[src/rtl/n_bit_normalizer.sv]
// n_bit_normalizer
//   Iterative normalizer (inverse of the LSL/LSR shifter). Shifts the captured
//   operand one bit per clock until it is MSB-justified (ctrl=0) or LSB-justified
//   (ctrl=1), counting the shifts. An all-zero operand terminates immediately.
//
// Ports
//   clk    in   rising-edge clock
//   rst_n  in   asynchronous active-low reset
//   start  in   request, accepted only in idle
//   ctrl   in   direction: 0 = left (count leading zeros), 1 = right (trailing zeros)
//   a      in   operand, captured with start
//   f      out  normalized data (f == a shifted by cnt)
//   cnt    out  number of single-bit shifts applied
//   zero   out  operand was all zeros
//   busy   out  high while an operation is in progress (run and fin)
//   done   out  one-cycle pulse when f/cnt/zero are valid
module n_bit_normalizer #(
   parameter int unsigned max_s_bits = 3,
   localparam int unsigned d_width = 2 ** max_s_bits
) (
   input  logic                  clk,
   input  logic                  rst_n,
   input  logic                  start,
   input  logic                  ctrl,
   input  logic [d_width-1:0]    a,
   output logic [d_width-1:0]    f,
   output logic [max_s_bits-1:0] cnt,
   output logic                  zero,
   output logic                  busy,
   output logic                  done
);

   typedef enum logic [1:0] {
      StIdle = 2'b00,
      StRun  = 2'b01,
      StFin  = 2'b10
   } state_e;

   state_e                state_q, state_d;
   logic [d_width-1:0]    f_q, f_d;
   logic [max_s_bits-1:0] cnt_q, cnt_d;
   logic                  zero_q, zero_d;
   logic                  dir_q, dir_d;
   logic                  terminal;

   // Stop once the leading bit in the shift direction is set; a zero operand
   // would never get there, so it stops on the first run cycle.
   assign terminal = zero_q | (dir_q ? f_q[0] : f_q[d_width-1]);

   always_comb begin
      state_d = state_q;
      f_d     = f_q;
      cnt_d   = cnt_q;
      zero_d  = zero_q;
      dir_d   = dir_q;
      case (state_q)
         StIdle: begin
            if (start) begin
               f_d     = a;
               dir_d   = ctrl;
               cnt_d   = '0;
               zero_d  = (a == '0);
               state_d = StRun;
            end
         end
         StRun: begin
            if (terminal) begin
               state_d = StFin;
            end else begin
               f_d   = dir_q ? (f_q >> 1) : (f_q << 1);
               cnt_d = cnt_q + max_s_bits'(1);
            end
         end
         StFin: begin
            state_d = StIdle;
         end
         default: begin
            state_d = StIdle;
         end
      endcase
   end

   always_ff @(posedge clk or negedge rst_n) begin
      if (!rst_n) begin
         state_q <= StIdle;
         f_q     <= '0;
         cnt_q   <= '0;
         zero_q  <= 1'b0;
         dir_q   <= 1'b0;
      end else begin
         state_q <= state_d;
         f_q     <= f_d;
         cnt_q   <= cnt_d;
         zero_q  <= zero_d;
         dir_q   <= dir_d;
      end
   end

   assign f    = f_q;
   assign cnt  = cnt_q;
   assign zero = zero_q;
   assign busy = (state_q == StRun) | (state_q == StFin);
   assign done = (state_q == StFin);

endmodule
[config.mk]
export PLATFORM = sky130hd
export DESIGN_NAME = n_bit_normalizer
export DESIGN_NICKNAME = d
export VERILOG_FILES = /design/src/rtl/n_bit_normalizer.sv
export SDC_FILE = /design/constraint.sdc
export NUM_CORES = 1
export LEC_CHECK = 0
export CAP_MARGIN = 30
export CORE_MARGIN = 4
export CORE_UTILIZATION = 52
export CTS_BUF_LIST = sky130_fd_sc_hd__clkbuf_4 sky130_fd_sc_hd__clkbuf_8
export CTS_CLUSTER_SIZE = 16
export DETAILED_ROUTE_END_ITERATION = 7
export GPL_ROUTABILITY_DRIVEN = 0
export HOLD_SLACK_MARGIN = 0.1
export PLACE_DENSITY = 0.94
export SYNTH_ARGS = -nofsm -noshare
export SYNTH_HDL_FRONTEND = slang
export SYNTH_SLANG_ARGS = --single-unit
[constraint.sdc]
create_clock -name clk -period 3.7 [get_ports clk]
set_clock_uncertainty 0.15 [all_clocks]
set_input_delay 0.74 -clock clk [delete_from_list [all_inputs] [get_ports clk]]
set_output_delay 0.74 -clock clk [all_outputs]
set_load 0.05 [all_outputs]
# After elaboration in Yosys (flattened, before gate mapping)

Index checks and enable logic that the tools add are counted.

Flip-flop bits (word level): 15
Word-level logic and storage cells: 30
Output and inout bits: 14

Eq/ne operators: 5
Bitwise gates (word level): 2
Reduce and logical (&&, ||, !) cells: 6
$add $sub $neg: 1
Mux-type cells: 11

Operator list:

| operator            | number |
|---|---|
| $mux 8              | 3 |
| $pmux 8 s2          | 1 |
| $logic_not 8->1     | 1 |
| $mux 3              | 2 |
| $ne 2x2->1 const B  | 3 |
| $pmux 3 s2          | 1 |
| $mux 2              | 2 |
| $pmux 2 s2          | 1 |
| $reduce_and 2->1    | 2 |
| $add 3x1->3 const B | 1 |
| $reduce_and 3->1    | 1 |
| $eq 2x1->1 const B  | 1 |
| $eq 2x2->1 const B  | 1 |
| $logic_not 2->1     | 1 |
| $or 1x1->1          | 2 |
| $reduce_bool 2->1   | 1 |
| $mux 1              | 1 |

# Longest topological paths before layout

Word-level depth: 4
Gate-level depth with buffers: 7

# Worst setup path after synthesis

Ideal clock, no wire load.

Path type: reg-to-reg
Start: register f_q[7], in the netlist f[7]
End: register cnt_q[0], in the netlist cnt[0]
Stages on the path, launching flop included: 5
Buffers on the path: 1
Setup slack: 1.751 ns
Data required time: 3.422 ns
Period minus slack after synthesis: 1.949 ns
Arrival: 1.671 ns
Cell sequence: dfrtp_1 > mux2_4 > a211oi_2 > buf_4 > mux2_1

Cells in the longest elaborated chain, start to end: 4

Ends and longest elaborated chain:

| element                    | RTL line | source |
|---|---|---|
| from (decl)                | 40       | `logic [d_width-1:0] f_q, f_d;` |
| from (signal assigned)     | 86       | `f_q <= '0;` |
| from (signal assigned)     | 92       | `f_q <= f_d;` |
| $mux 1                     | 48       | `assign terminal = zero_q \| (dir_q ? f_q[0] : f_q[d_width-1]);` |
| $or 1x1->1                 | 48       |  |
| $ne 2x2->1 (no line)       | -        |  |
| $reduce_and 3->1 (no line) | -        |  |
| to (signal assigned)       | 93       | `cnt_q <= cnt_d;` |
| to (decl)                  | 41       | `logic [max_s_bits-1:0] cnt_q, cnt_d;` |

No other way between the ends.
A chain may end at the register's enable or synchronous reset.

# Worst setup path after layout

Start: register state_q[0]
End: output busy

Cells in the longest elaborated chain, start to end: 2

Ends and longest elaborated chain:

| element                                         | RTL line | source |
|---|---|---|
| from (decl)                                     | 39       | `state_e state_q, state_d;` |
| from (signal assigned)                          | 85       | `state_q <= StIdle;` |
| from (signal assigned)                          | 91       | `state_q <= state_d;` |
| $eq 2x1->1 / $eq 2x2->1 (equally long branches) | 102      | `assign busy = (state_q == StRun) \| (state_q == StFin);` |
| $or 1x1->1 (*)                                  | 102      |  |
| to (decl)                                       | 29       | `output logic busy,` |

Every way passes the cells marked *; elsewhere a longest branch is shown, timed or not.

==> qor.yml <==
outcome: "finished, final reports clean"
leakagePower_nw: 0.532
synth_cell_types: 24
wl_met2_mm: 1.05
port_buffers: 25
wirelength_mm: 2.13
startpoint_type: "flop"
antenna_found_initial: 0
die_w_um: 50.3
fin_nets: 134
hold_slack_ns: 0.392
drtPass1Iterations: 4
syn_inst: 89
swShare_pct: 50.3
cts_tree: "done"
dieArea_um2: 2530
p_int_uw: 622
fmax_ghz: 0.362
synth_top_area_cell: "dfrtp_1"
cts_resized: 0
grt_overflow_total: 0
worstPathArrival_ns: 1.88
p_seq_share_pct: 26.6
layout-drive-gt1-share_pct: 8.70
ant_nets: 0
grt_pass1_vias: 777
hold_path_class: "flop to flop"
critical_path_class: "flop to output port"
syn_avg_cell_area_um2: 10.4
power_frac_clock_pct: 7.6
comb_power_share_pct: 65.8
cts_buffer_depth: 2
finalPower_mw: 1.25
seq_area_frac_synth_pct: 40.4
worstPathMaxFanout: 4
maxCapViolCount: 0
grt_use_total_pct: 18.3
syn_nets: 107
vias: 778
wl_met1_um: 898
rrSetupSlack_ns: 1.20
cp.buffers_inverters: 2
cts_hold_buf: 0
switchingPower_uw: 629
dp_slack_ns: 1.25
startpoint: "state_q[0]"
fp-row-count: 15
hpwl_mm: 1.54
fin_crit_ns: 2.77
yosys_warnings: 0
cp_slowest_cell: "clkdlybuf4s50_1"
drtIter0Drc: 12
cp_cell_sequence: "inv_1, ha_1, clkdlybuf4s50_1"
wl_per_cell_um: 15.2
core_um2: 1710
clock_tree.root_cell: "clkbuf_4"
hold_violations: 0
grt_setup_unrepaired: "no"
relSlewSlack_pct: 53.4
timing.critical_path.slowest_cell_delay_ns: 0.80
clock_sinks: 15
worstReg2RegStart: "state_q[1]"
synth_top_area_share_pct: 40.4
post_cts_buffers: 0
finalWorstSetupSlack_ns: 0.935
min_from: "state_q[1]"
critPathTopFamily: "buffers and inverters"
tns_ns: 0
worstPathRequired_ns: 2.81
start_util_pct: 54.4
clk_latency_ns: 0.28
setup_viol: 0
highest_layer: "met4"
wl_met3_um: 139
grt_max_degree: 21
cp-end-kind: "output port"
grt_pass1_wl_mm: 3.59
synthTopCellsByArea: "dfrtp_1 (40%), mux2i_1 (9.7%), mux2_1 (9.7%), ha_1 (8.1%), a21oi_1 (3.8%)"
die_h_um: 50.3
p_per_area_nw_per_um2: 1020
viasPerCell: 5.56
htree_num_levels: 1
min_period_over_period_pct: 74.7
cts_buffers: 3
synth_area_um2: 930
area_delta_synth_final_pct: 31.8
num_antenna_cells: 0
tightest_slew_ns: 0.696
finalMaxSlewViolations: 0
synth_seq_cells: 15
fin_util_pct: 71.7
drcViolationCount: 0
ir_drop_mv: 0.793
clk_pin_slew_worst_paths_ns: 0.10
io_pins: 26
final cells by class:
class                           instances  area, um2
Fill cell                             123        483
Tap cell                               25       31.3
Inverter                                7       26.3
Timing Repair Buffer                   26        258
Multi-Input combinational cell         63        507
Sequential cell                        15        375
Clock buffer                            3       22.5
Clock inverter                          1       5.00
stage by stage:
stage          cell area, um2  instances
6_report                 1220        140
5_1_grt                  1220        140
4_1_cts                  1220        140
3_5_place_dp             1200        136
3_3_place_gp             1200        136
2_1_floorplan             930         89
cells in the mapped netlist, drive strengths merged:
cell	number
a211oi	1
a21oi	7
a31oi	1
and2	1
buf	3
clkbuf	1
dfrtp	15
ha	6
inv	7
mux2	12
mux2i	9
nand2	5
nand3	2
nand3b	3
nor2	6
nor2b	2
nor4	2
o21ai	3
o221ai	1
o22a	1
o41a	1
worst paths after layout:
path	depth (start not counted)	end
max reg2reg	6	f[2]
max in group asynchronous	1	zero
min	1	state_q[1]
min reg2reg	1	state_q[1]
max	3	busy
min in group asynchronous	1	f[3]
state kept, by name, indices dropped and copies added, names as in the netlist:
| name | flops |
|---|---|
| zero | 1 |
| f | 8 |
| state_q | 2 |
| dir_q | 1 |
| cnt | 3 |
per-layer routing:
layer  up-vias  track usage [%]
li1        367                -
met5         -                0
met3         7             3.56
met2        32             32.8
met1       372             21.1
met4         0             7.37
power groups by stage:
stage	Sequential (mW)	Clock, mW	Combinational, mW
after floorplan	0.498	0	0.438
after global placement	0.332	0	0.798
after detailed placement	0.338	0	0.817
after CTS	0.334	0.0959	0.823
after global routing	0.347	0.107	0.872
final	0.333	0.0955	0.823
cells by family (layout without fill, tap and decap cells):
group | Yosys count | after routing | synth area share, %
fa+ha+maj | 6 | 6 | 8.08
mux | 21 | 21 | 24.6
flops | 15 | 15 | 40.4
compound gates | 15 | 15 | 10.5
simple gates | 21 | 21 | 11.3
buf+inv | 11 | 37 | 5.11
cell usage in the layout, fill, tap and decap left out, drive strengths merged:
cell,instances
nor2,6
inv,7
nor4,2
mux2,12
o221ai,1
nor2b,2
clkbuf,3
a211oi,1
o22a,1
nand2,5
dfrtp,15
clkdlybuf4s50,25
o21ai,3
a31oi,1
mux2i,9
buf,1
ha,6
a21oi,7
o41a,1
clkinv,1
and2,1
nand3,2
nand3b,3
No activity file was read; power rests on OpenSTA's default activity.
